**config.mk**
```make
export PLATFORM = sky130hd
export DESIGN_NAME = conv_output_collector_flat
export DESIGN_NICKNAME = d
export VERILOG_FILES = /design/src/rtl/conv_pkg.sv /design/src/rtl/conv_output_collector_if.sv /design/src/rtl/conv_strobe_delay.sv /design/src/rtl/conv_output_collector.sv /design/src/flat_wrapper.sv
export SDC_FILE = /design/constraint.sdc
export NUM_CORES = 1
export LEC_CHECK = 0
export BUFFER_PORTS_ARGS = -buffer_cell sky130_fd_sc_hd__buf_2
export CAP_MARGIN = 20
export CORE_MARGIN = 3
export CORE_UTILIZATION = 58
export DETAILED_ROUTE_END_ITERATION = 10
export PLACE_DENSITY_LB_ADDON = 0.15
export SYNTH_ARGS = -nofsm -noshare
export SYNTH_HDL_FRONTEND = slang
export SYNTH_SLANG_ARGS = --single-unit
```
**constraint.sdc**
```tcl
create_clock -name clk -period 4.5 [get_ports clk]
set_clock_uncertainty 0.1 [all_clocks]
set_input_delay 0.675 -clock clk [delete_from_list [all_inputs] [get_ports clk]]
set_output_delay 0.675 -clock clk [all_outputs]
set_load 0.01 [all_outputs]
```
**src/rtl/conv_pkg.sv**
```systemverilog
// conv_pkg: definitions shared across the convolution datapath.
//   stage_t         - 3-bit stage code driven by the conv controller and
//                     observed by the kernel array and the output collector.
//   collect_state_t - state of the output collector's row serializer.
package conv_pkg;

    typedef enum logic [2:0] {
        STAGE_INIT  = 3'd0,
        STAGE_LOAD  = 3'd1,
        STAGE_SHIFT = 3'd2,
        STAGE_MAC   = 3'd3,
        STAGE_ACCUM = 3'd4,
        STAGE_BIAS  = 3'd5,
        STAGE_DRAIN = 3'd6,
        STAGE_IDLE  = 3'd7
    } stage_t;

    typedef enum logic {
        S_IDLE = 1'b0,
        S_SEND = 1'b1
    } collect_state_t;

endpackage

```
**src/rtl/conv_output_collector_if.sv**
```systemverilog
// conv_output_collector_if: valid/ready word stream from the output collector
// to the result buffer.
//   o_data  - result word
//   o_addr  - feature-map address of o_data (row*ARRAY_SIZE+col)
//   o_valid - o_data/o_addr valid
//   i_ready - sink accepts the word when o_valid && i_ready
// Modports: master (collector side), slave (result buffer side).
interface conv_output_collector_if #(
    parameter int WIDTH  = 32,
    parameter int ADDR_W = 6
);
    logic [WIDTH-1:0]  o_data;
    logic [ADDR_W-1:0] o_addr;
    logic              o_valid;
    logic              i_ready;

    modport master (
        output o_data,
        output o_addr,
        output o_valid,
        input  i_ready
    );

    modport slave (
        input  o_data,
        input  o_addr,
        input  o_valid,
        output i_ready
    );
endinterface

```
**src/rtl/conv_strobe_delay.sv**
```systemverilog
// conv_strobe_delay: DEPTH-stage single-bit shift register with synchronous
// clear, used to delay the row-capture strobe until the array accumulators
// have settled.
//   clk, rst_n - clock, asynchronous active-low reset
//   clr        - synchronous clear of every stage
//   din        - strobe in
//   dout       - strobe out, DEPTH cycles later
//   any        - at least one stage holds a strobe
module conv_strobe_delay #(
    parameter int DEPTH = 3
) (
    input  logic clk,
    input  logic rst_n,
    input  logic clr,
    input  logic din,
    output logic dout,
    output logic any
);

    logic [DEPTH-1:0] pipe_reg;
    logic [DEPTH-1:0] pipe_next;

    for (genvar gi = 0; gi < DEPTH; gi++) begin : g_stage
        if (gi == 0) begin : g_first
            assign pipe_next[gi] = din;
        end else begin : g_rest
            assign pipe_next[gi] = pipe_reg[gi-1];
        end
    end

    always_ff @(posedge clk or negedge rst_n) begin
        if (!rst_n) begin
            pipe_reg <= '0;
        end else if (clr) begin
            pipe_reg <= '0;
        end else begin
            pipe_reg <= pipe_next;
        end
    end

    assign dout = pipe_reg[DEPTH-1];
    assign any  = |pipe_reg;

endmodule

```
**src/rtl/conv_output_collector.sv**
```systemverilog
// conv_output_collector: captures the ARRAY_SIZE-wide accumulator bus once per
// row pass (CAPTURE_DELAY cycles after the controller enters STAGE_BIAS) and
// serializes it into an addressed valid/ready word stream.
// Ports:
//   clk, rst_n     - clock, asynchronous active-low reset
//   current_state  - stage code from the conv controller (conv_pkg::stage_t)
//   i_pixel_bus    - accumulator bus, column 0 in the MSB slice
//   stream         - word stream (master): o_data, o_addr, o_valid, i_ready
//   o_row_done     - pulse after the last word of a row is accepted
//   o_frame_done   - pulse after the last word of the last row is accepted
//   o_overrun      - sticky: a capture arrived while a row was still sending
//   o_busy         - serializer sending or a capture still in the pipeline
// Build option: CONV_COLLECT_RELU_EN - negative words are output as zero
// (applied on o_data only, the shadow keeps raw accumulator values).
module conv_output_collector
    import conv_pkg::*;
#(
    parameter int WIDTH         = 32,
    parameter int KERNEL_SIZE   = 3,
    parameter int IMAGE_SIZE    = 8,
    parameter int ARRAY_SIZE    = 6,
    parameter int CAPTURE_DELAY = 3,
    parameter int OUT_ROWS      = IMAGE_SIZE - KERNEL_SIZE + 1,
    parameter int ADDR_W        = $clog2(OUT_ROWS * ARRAY_SIZE)
) (
    input  logic                        clk,
    input  logic                        rst_n,
    input  logic [2:0]                  current_state,
    input  logic [ARRAY_SIZE*WIDTH-1:0] i_pixel_bus,
    conv_output_collector_if.master     stream,
    output logic                        o_row_done,
    output logic                        o_frame_done,
    output logic                        o_overrun,
    output logic                        o_busy
);

    localparam int COL_W = (ARRAY_SIZE > 1) ? $clog2(ARRAY_SIZE) : 1;
    localparam int ROW_W = (OUT_ROWS > 1) ? $clog2(OUT_ROWS) : 1;

    // ---------------------------------------------------------------
    // Capture timing: edge-detect entry into STAGE_BIAS, then delay.
    // ---------------------------------------------------------------
    logic [2:0] prev_state_reg;
    logic       abort;
    logic       strobe;
    logic       capture;
    logic       pipe_busy;

    assign abort  = (current_state == 3'(STAGE_INIT));
    assign strobe = (current_state == 3'(STAGE_BIAS)) &&
                    (prev_state_reg != 3'(STAGE_BIAS));

    always_ff @(posedge clk or negedge rst_n) begin
        if (!rst_n) begin
            prev_state_reg <= 3'(STAGE_INIT);
        end else begin
            prev_state_reg <= current_state;
        end
    end

    conv_strobe_delay #(
        .DEPTH(CAPTURE_DELAY)
    ) u_strobe_delay (
        .clk  (clk),
        .rst_n(rst_n),
        .clr  (abort),
        .din  (strobe),
        .dout (capture),
        .any  (pipe_busy)
    );

    // ---------------------------------------------------------------
    // Serializer state
    // ---------------------------------------------------------------
    collect_state_t              state_reg, state_next;
    logic [COL_W-1:0]            col_reg, col_next;
    logic [ROW_W-1:0]            row_reg, row_next;
    logic [ARRAY_SIZE*WIDTH-1:0] shadow_reg, shadow_next;
    logic                        overrun_reg, overrun_next;
    logic                        row_done_reg, row_done_next;
    logic                        frame_done_reg, frame_done_next;

    logic handshake;
    logic last_word;
    logic last_row;

    // A word offered during an abort cycle is not considered accepted.
    assign handshake = (state_reg == S_SEND) && stream.i_ready && !abort;
    assign last_word = handshake && (col_reg == COL_W'(ARRAY_SIZE - 1));
    assign last_row  = (row_reg == ROW_W'(OUT_ROWS - 1));

    always_ff @(posedge clk or negedge rst_n) begin
        if (!rst_n) begin
            state_reg      <= S_IDLE;
            col_reg        <= '0;
            row_reg        <= '0;
            shadow_reg     <= '0;
            overrun_reg    <= 1'b0;
            row_done_reg   <= 1'b0;
            frame_done_reg <= 1'b0;
        end else begin
            state_reg      <= state_next;
            col_reg        <= col_next;
            row_reg        <= row_next;
            shadow_reg     <= shadow_next;
            overrun_reg    <= overrun_next;
            row_done_reg   <= row_done_next;
            frame_done_reg <= frame_done_next;
        end
    end

    always_comb begin
        state_next      = state_reg;
        col_next        = col_reg;
        row_next        = row_reg;
        shadow_next     = shadow_reg;
        overrun_next    = overrun_reg;
        row_done_next   = 1'b0;
        frame_done_next = 1'b0;

        if (abort) begin
            state_next   = S_IDLE;
            col_next     = '0;
            row_next     = '0;
            overrun_next = 1'b0;
        end else begin
            if (handshake) begin
                if (last_word) begin
                    row_done_next   = 1'b1;
                    frame_done_next = last_row;
                    row_next        = last_row ? '0 : row_reg + ROW_W'(1);
                    col_next        = '0;
                    state_next      = S_IDLE;
                end else begin
                    col_next = col_reg + COL_W'(1);
                end
            end

            // The shadow is free either when idle or when its final word
            // leaves in this very cycle, which gives gap-free back-to-back rows.
            if (capture) begin
                if ((state_reg == S_IDLE) || last_word) begin
                    shadow_next = i_pixel_bus;
                    col_next    = '0;
                    state_next  = S_SEND;
                end else begin
                    overrun_next = 1'b1;
                end
            end
        end
    end

    // ---------------------------------------------------------------
    // Output word selection (column 0 lives in the MSB slice)
    // ---------------------------------------------------------------
    logic [WIDTH-1:0] words [ARRAY_SIZE];
    logic [WIDTH-1:0] sel_word;

    for (genvar gi = 0; gi < ARRAY_SIZE; gi++) begin : g_word
        assign words[gi] = shadow_reg[(ARRAY_SIZE-1-gi)*WIDTH +: WIDTH];
    end

    assign sel_word = words[col_reg];

`ifdef CONV_COLLECT_RELU_EN
    assign stream.o_data = sel_word[WIDTH-1] ? '0 : sel_word;
`else
    assign stream.o_data = sel_word;
`endif

    assign stream.o_addr  = ADDR_W'(row_reg) * ADDR_W'(ARRAY_SIZE) + ADDR_W'(col_reg);
    assign stream.o_valid = (state_reg == S_SEND);

    assign o_row_done   = row_done_reg;
    assign o_frame_done = frame_done_reg;
    assign o_overrun    = overrun_reg;
    assign o_busy       = (state_reg == S_SEND) || pipe_busy;

endmodule

```
**src/flat_wrapper.sv**
```systemverilog
// flat-port wrapper written by rule: the top's interface ports become plain ports
module conv_output_collector_flat import conv_pkg::*;
#(
    parameter int WIDTH         = 32,
    parameter int KERNEL_SIZE   = 3,
    parameter int IMAGE_SIZE    = 8,
    parameter int ARRAY_SIZE    = 6,
    parameter int CAPTURE_DELAY = 3,
    parameter int OUT_ROWS      = IMAGE_SIZE - KERNEL_SIZE + 1,
    parameter int ADDR_W        = $clog2(OUT_ROWS * ARRAY_SIZE)
)
  (clk, rst_n, current_state, i_pixel_bus, o_row_done, o_frame_done, o_overrun, o_busy, stream_o_data, stream_o_addr, stream_o_valid, stream_i_ready);
  conv_output_collector_if #(.WIDTH(WIDTH), .ADDR_W(ADDR_W)) stream_i ();
  input  logic clk;
  input  logic rst_n;
  input  logic [2:0] current_state;
  input  logic [ARRAY_SIZE*WIDTH-1:0] i_pixel_bus;
  output logic o_row_done;
  output logic o_frame_done;
  output logic o_overrun;
  output logic o_busy;
  output wire logic [$bits(stream_i.o_data)-1:0] stream_o_data;
  output wire logic [$bits(stream_i.o_addr)-1:0] stream_o_addr;
  output wire logic [$bits(stream_i.o_valid)-1:0] stream_o_valid;
  input wire logic [$bits(stream_i.i_ready)-1:0] stream_i_ready;
  assign stream_o_data = stream_i.o_data;
  assign stream_o_addr = stream_i.o_addr;
  assign stream_o_valid = stream_i.o_valid;
  assign stream_i.i_ready = stream_i_ready;
  conv_output_collector #(.WIDTH(WIDTH), .KERNEL_SIZE(KERNEL_SIZE), .IMAGE_SIZE(IMAGE_SIZE), .ARRAY_SIZE(ARRAY_SIZE), .CAPTURE_DELAY(CAPTURE_DELAY), .OUT_ROWS(OUT_ROWS), .ADDR_W(ADDR_W)) u_core (.clk(clk), .rst_n(rst_n), .current_state(current_state), .i_pixel_bus(i_pixel_bus), .stream(stream_i), .o_row_done(o_row_done), .o_frame_done(o_frame_done), .o_overrun(o_overrun), .o_busy(o_busy));
endmodule
```
# [Yosys cells after proc, flatten, opt, wreduce, memory -nomap -nowiden]
# Index checks and enable logic that the tools add are counted.
[totals] wordCells=64 reg_bits=208 in_bits=198 out_inout_bits=43
[op_classes] eq_ne=5 order_cmp=1 n_bitwise=3 n_reduce_logical=15 addsub=3 n_mux=27 multipliers=1
[op_table] op="$bmux 32 s3" count=1
[op_table] op="$mux 32" count=2
[op_table] op="$mux 3" count=10
[op_table] op="$mux 1" count=14
[op_table] op="$eq 3x3->1 const B" count=3
[op_table] op="$add 3x1->3 const B" count=2
[op_table] op="$add 6x3->6" count=1
[op_table] op="$reduce_bool 2->1" count=3
[op_table] op="$mul 3x2->5 const B" count=1
[op_table] op="$ge 4x4->1 const B" count=1
[op_table] op="$logic_and 1x1->1" count=4
[op_table] op="$not 3->4" count=1
[op_table] op="$reduce_and 2->1" count=2
[op_table] op="$logic_not 3->1" count=1
[op_table] op="$ne 3x3->1 const B" count=1
[op_table] op="$reduce_and 3->1" count=1
[op_table] op="$reduce_or 3->1" count=1
[op_table] op="$logic_or 1x1->1" count=2
[op_table] op="$ne 2x1->1 const B" count=1
[op_table] op="$not 1->1" count=2
[op_table] op="$logic_not 1->1" count=1

# [Logic depth before layout (Yosys ltp)]
# Gate-level depths: netlist of the first run.
[depth] ltp_word=9 ltp_mapped=8 ltp_nobuf=7

# [Modules after synthesis]
# From an unflattened synthesis of the first run, not the netlist that was laid out.
[hier_totals] cells_unflattened=672 hier_area_um2=9557.9
[modules_own_cells] mod="conv_output_collector" area_each_um2=9457.8 n_inst=1 cells_each=665 seq_area_each_um2=5129.9
[modules_own_cells] mod="conv_strobe_delay" area_each_um2=100.1 n_inst=1 cells_each=7 seq_area_each_um2=75.1

# [Least setup slack after synthesis of the first run]
# Ideal clock, no wire load.
[synth_timing] path_type="reg2out" startpoint="register u_core.row_reg[0]" endpoint="output port stream_o_addr[5]" n_path_buf=0 slack_ns=2.087 arrival_ns=1.638 path_stages_with_launch=6 required_ns=3.725 cell_sequence="dfrtp_1 > ha_1 > fa_1 > xor2_1 > nand3_1 > xor2_1"
[synth_via] elab_chain_cells=2
[synth_rtl] item="start, declared" line="conv_output_collector.sv:77" text="logic [ROW_W-1:0] row_reg, row_next;"
[synth_rtl] item="start signal, assigned" line="conv_output_collector.sv:104" text="row_reg <= row_next;"
[synth_rtl] item="$mul 3x2->5" line="conv_output_collector.sv:171" text="assign stream.o_addr = ADDR_W'(row_reg) * ADDR_W'(ARRAY_SIZE) + ADDR_W'(col_reg);"
[synth_rtl] item="$add 6x3->6" line="conv_output_collector.sv:171"
[synth_rtl] item="end, declared" line="flat_wrapper.sv:23" text="output wire logic [$bits(stream_i.o_addr)-1:0] stream_o_addr;"
# No other way between the ends.

# [Worst setup path in the final report of the first run]
[layout_timing] startpoint="register u_core.col_reg[1]" endpoint="output port stream_o_addr[5]"
[layout_via] elab_chain_cells=1
[layout_rtl] item="start, declared" line="conv_output_collector.sv:76" text="logic [COL_W-1:0] col_reg, col_next;"
[layout_rtl] item="start signal, assigned" line="conv_output_collector.sv:103" text="col_reg <= col_next;"
[layout_rtl] item="$add 6x3->6" line="conv_output_collector.sv:171"
# No other way between the ends.

==> metrics, run 1 <==
Setup crit end kind=output port; maxcap violations=0; first-pass GRT wire length=36,300 µm; Core ar.=15,900 µm²; VDD IR-drop max=0.364 mV; Placed Area=10,800 µm²; # hold bufs at CTS=0; Crit Path Category=reg2out; PortBufs=240; count leader, synth=dfrtp_1; GRT busiest layer=met2; final max-slew violation count=0; fin cells=1,132; Cell variety after synth=34; DIE HEIGHT=134 µm; R2R setup slack=1.60 ns; DRC Markers=0; Multi-input gate area=4020 µm²; Initial Util=59.7%; initial DRC count=305; fin crit period=3.55 ns; Routed Antenna Nets=0; fin crit share=78.8%; RSZ-0062 raised after global routing=false; routed vias=6,391; HPWL after DPL=15,600 µm; final WL=22,600 µm; Skew-Pair Late Insertion Delay=0.49 ns; Syn Std Cell Area=9510 µm²; # IOs=241; mux contribution to synthesized area=33.4%; ys flop type=dfrtp_1; P_leak=5.37 nW; area leader, netlist=dfrtp_1; flip-flop count of the largest register after layout=192; M1 GR Usage=31.1%; CTS tree=yes; number of fill cells=1,107; Num CTS Buffers=22; Post-Synth Adder-Cell Area=1.47%; Global Route met3 Usage=6.11%; CTS root buf=clkbuf_16; Clock Path Buffers=3; FF+latch area=5210 µm²; final setup TNS=0 ns; overall routing resource usage=25.2%; Synth warnings=0; DIE AREA=18,000 µm²; top cells by area, synth=dfrtp_1, mux2_1, mux2i_1, mux2_2, o221ai_1; Synth Net Count=877; placed cell count=1,090; Worst-path clk slew=0.06 ns; Die X=134 µm; Syn Inst Count=669; initial antenna violation count=5; sequential cell area fraction in the yosys report=54.7%; Synth Area per Inst=14.2 µm²; Fin Hold WS=0.226 ns; Compound-Gate Fraction of Synth Area=4.20%; Final GP Congestion=0.868; Congestion Overflow GR=0; synth cell count leaders=dfrtp_1, mux2_1, mux2i_1; CP Max Fanout=55; Yosys reg bits=208; Std-Cell Rows=46; max_slew headroom=36.0%; Detailed Routing Iterations Pass 1=4; Area growth, synth to finish=22.4%; Num Clock Sinks=208; vias per cell=5.65; Final Util=73.1%; H-tree Lvls=1; GR Util met2=44.2%; post-synth top area share=54.7%; Gates resized, CTS repair=0; largest net degree at the start of global routing=124; EDFF count, synth=0; fraction of registers with async set/reset=100%; CP Data Arrival Time=2.77 ns; setup violators final=0; Final Hold Vio Count=0; vias in the first global route=7,117; design area=11,600 µm²; Setup crit start kind=flip-flop; outcome=finished clean; worst path required time=3.72 ns; fmax=282 MHz; Hold/Removal Path Class=in2async; Synth Area in Simple Gates=2.70%; NumNets Final=1,107; Avg WL per Cell=20.0 µm; largest family of logic cells by synthesized area=multiplexers; Setup Fix Bufs, Post-CTS=0; layout cells sized above 1=35.6%; Cell Pwr Density=612 nW/µm²; Slew @ Worst Pin=0.960 ns; Post-Synth XOR/XNOR Area=0.368%
## critical path, cell delays in order (launching register included)
cell	delay, ns
dfrtp_4	0.56
buf_4	0.73
ha_1	0.33
fa_1	0.22
nand3_1	0.10
xor2_1	0.15
buf_2	0.14
## cell families after synthesis
family	Yosys count
multiplexers	289
flip-flops	208
AND/OR/NAND/NOR	60
AO/OA/AOI/OAI	49
buffers and inverters	49
adder cells (fa/ha/maj)	10
XOR/XNOR	4
## metal layers
layer	vias to the layer above	part of all wire, %
met1	3225	40
met2	216	51
met5	-	0.18
met3	49	6.6
met4	6	2.7
li1	2895	-
## path summary, 6_finish.rpt
path | depth (start not counted) | end | startpoint
min in group clk | 1 | u_core.prev_state_reg[0] | current_state[0]
min | 1 | u_core.shadow_reg[19] | rst_n
max in group asynchronous | 2 | u_core.col_reg[0] | rst_n
max | 6 | stream_o_addr[5] | u_core.col_reg[1]
min reg2reg | 1 | u_core.shadow_reg[173] | u_core.shadow_reg[173]
max reg2reg | 5 | u_core.shadow_reg[170] | u_core.col_reg[0]
## metrics by stage
stage                     setup slack [ns]  total power, W
after global routing                 0.785         0.00754
after CTS                            0.913         0.00719
after detailed placement              1.43         0.00517
after global placement                1.47         0.00503
final                                0.954         0.00713
after floorplan                       2.09         0.00437
## layout make-up
| type | count | area share, % |
|---|---|---|
| diodes | 2 | 0.0430 |
| clock buffers | 33 | 5.87 |
| clock inverters | 6 | 1.12 |
| inverters | 4 | 0.129 |
| multi-input cells | 412 | 34.5 |
| flip-flops and latches | 208 | 44.7 |
| well taps | 216 | 2.32 |
| repair buffers | 251 | 11.3 |
## power breakdown
part	total (W)	internal, W	switching [W]
combinational	0.00218	0.00111	0.00107
clock	0.00199	0.00127	0.000716
sequential	0.00295	0.00256	0.000397
total	0.00713	0.00494	0.00219
## placed cells by master, fill, tap and decap left out, types with 8 or more instances in the layout
cell type | netlist | layout
buf_2 | 10 | 239
buf_4 | 13 | 10
clkbuf_16 | 0 | 23
clkbuf_8 | 0 | 8
dfrtp_1 | 208 | 206
ha_1 | 8 | 8
mux2_1 | 192 | 192
mux2_2 | 32 | 32
mux2i_1 | 65 | 65
nand2_1 | 42 | 42
o221ai_1 | 32 | 32
(Power assumes the default switching activity.)
==> inputs of run 2 (changes only) <==
--- a/config.mk
+++ b/config.mk
@@ -8,7 +8,7 @@
 export BUFFER_PORTS_ARGS = -buffer_cell sky130_fd_sc_hd__buf_2
 export CAP_MARGIN = 20
 export CORE_MARGIN = 3
-export CORE_UTILIZATION = 58
+export CORE_UTILIZATION = 53
 export DETAILED_ROUTE_END_ITERATION = 10
 export PLACE_DENSITY_LB_ADDON = 0.15
 export SYNTH_ARGS = -nofsm -noshare
==> constraint.sdc (replaced) <==
create_clock -name clk -period 3.4 [get_ports clk]
set_clock_uncertainty 0.1 [all_clocks]
set_input_delay 0.51 -clock clk [delete_from_list [all_inputs] [get_ports clk]]
set_output_delay 0.51 -clock clk [all_outputs]
set_load 0.01 [all_outputs]
==> metrics, run 2 (synthesis gave the netlist of run 1 again) <==
Fin Hold WS=0.00278 ns (-0.223 ns); placed cell count=1,102 (+1.1%); PortBufs=240 (unchanged); initial antenna violation count=4 (-1); Setup Fix Bufs, Post-CTS=0 (unchanged); Hold/Removal Path Class=in2async; initial DRC count=257 (-16%); Setup crit start kind=flip-flop; # IOs=241 (unchanged); HPWL after DPL=15,900 µm (+2.4%); CTS tree=yes; vias in the first global route=7,074 (-0.60%); DRC Markers=0 (unchanged); DIE HEIGHT=140 µm (+4.4%); CP Data Arrival Time=2.47 ns (-0.30 ns); RSZ-0062 raised after global routing=false; Detailed Routing Iterations Pass 1=4 (unchanged); most common cell after layout, fill and taps aside=buf_2; Slew @ Worst Pin=0.919 ns (-0.0405 ns); fin cells=1,146 (+1.2%); Num Clock Sinks=208 (unchanged); vias per cell=5.49 (-2.8%); CP Max Fanout=32 (-42%); Avg WL per Cell=19.9 µm (-0.56%); outcome=finished clean; Die X=140 µm (+4.4%); Routed Antenna Nets=0 (unchanged); CTS root buf=clkbuf_16; P_leak=5.33 nW (-0.71%); H-tree Lvls=1 (unchanged); fin crit share=90.6%; fin crit period=3.08 ns; Setup crit end kind=output port; Gates resized, CTS repair=0 (unchanged); Crit Path Category=reg2out; Core ar.=17,400 µm² (+9.2%); largest net degree at the start of global routing=104 (-16%); Congestion Overflow GR=0 (unchanged); layout cells sized above 1=35.1% (-0.48 points); DIE AREA=19,600 µm² (+9.0%); setup violators final=0 (unchanged); Std-Cell Rows=48 (+4.3%); maxcap violations=0 (unchanged); routed vias=6,289 (-1.6%); first-pass GRT wire length=37,200 µm (+2.5%); Worst-path clk slew=0.06 ns (about the same); flip-flop count of the largest register after layout=192 (unchanged); Num CTS Buffers=23 (+4.5%); Initial Util=54.6% (-5.1 points); Clock Path Buffers=3 (unchanged); Final Hold Vio Count=0 (unchanged); final max-slew violation count=0 (unchanged); VDD IR-drop max=0.477 mV (+31%); fmax=325 MHz; # hold bufs at CTS=0 (unchanged); final setup TNS=0 ns (unchanged); most frequent cells in the layout=buf_2, dfrtp_1, mux2_1; Skew-Pair Late Insertion Delay=0.49 ns (about the same); Cell Pwr Density=785 nW/µm² (+28%); final WL=22,800 µm (+0.67%); Final GP Congestion=0.823 (-5.2%); max_slew headroom=38.7% (+2.7 points); overall routing resource usage=23.4% (-1.8 points); Area growth, synth to finish=22.1%; NumNets Final=1,110 (+0.27%); worst path required time=2.79 ns (-0.93 ns)
[run 2: cell count changes in the layout (fill, tap and decap cells not counted), sizes merged]
cell    previous run  this run
clkinv             3         1
clkbuf            34        39
bufinv             4         0
diode              2         6
buf              250       252
[run 2: path summary, 6_finish.rpt]
| path | start | end | slack [ns] | depth (start not counted) |
|---|---|---|---|---|
| setup / recovery | u_core.col_reg[2] | stream_o_data[31] | 0.32 | 3 |
| hold / removal | rst_n | u_core.shadow_reg[183] | 0.003 | 1 |
| setup reg to reg | u_core.col_reg[1] | u_core.shadow_reg[36] | 0.76 | 6 |
| hold reg to reg | u_core.shadow_reg[102] | u_core.shadow_reg[102] | 0.38 | 1 |
| max in group asynchronous | rst_n | u_core.shadow_reg[84] | 2.35 | 2 |
| min in group clk | current_state[0] | u_core.prev_state_reg[0] | 0.07 | 1 |
[run 2: final cells by class]
class	instances	area, µm²
Tap cell	225	282
Antenna cell	6	15.0
Timing Repair Buffer	253	1370
Multi-Input combinational cell	412	4020
Sequential cell	208	5210
Fill cell	1336	5800
Clock buffer	38	702
Inverter	4	15.0
[run 2: routing by layer]
metal | GRT usage, % | share of wire (%) | vias up
met4 | 5.30 | 2.0 | 2
met2 | 40.3 | 50 | 193
met1 | 30.2 | 42 | 3140
met3 | 5.80 | 6.4 | 43
li1 | - | - | 2911
met5 | 0 | 0.044 | -
[run 2: stage by stage]
step | instance area, µm² | setup slack, ns | utilization (%) | total power, W
6_report | 11600 | 0.320 | 66.7 | 0.00912
5_1_grt | 11600 | 0.236 | 66.6 | 0.00969
4_1_cts | 11600 | 0.304 | 66.6 | 0.00922
3_5_place_dp | 10900 | 0.809 | 62.6 | 0.00688
3_3_place_gp | 10900 | 0.936 | 62.6 | 0.00670
2_1_floorplan | 9510 | 1.15 | - | 0.00579
[run 2: critical path, cell delays in order (launching register included)]
cell and delay, ns:
dfrtp_1 0.62, nand2b_2 0.82, o221ai_1 0.30, buf_2 0.22
[run 2: report_power, final]
| part | switching (W) | internal (W) |
|---|---|---|
| Sequential | 0.000474 | 0.00339 |
| Clock | 0.000897 | 0.00139 |
| Combinational | 0.00149 | 0.00149 |
| Total | 0.00286 | 0.00626 |
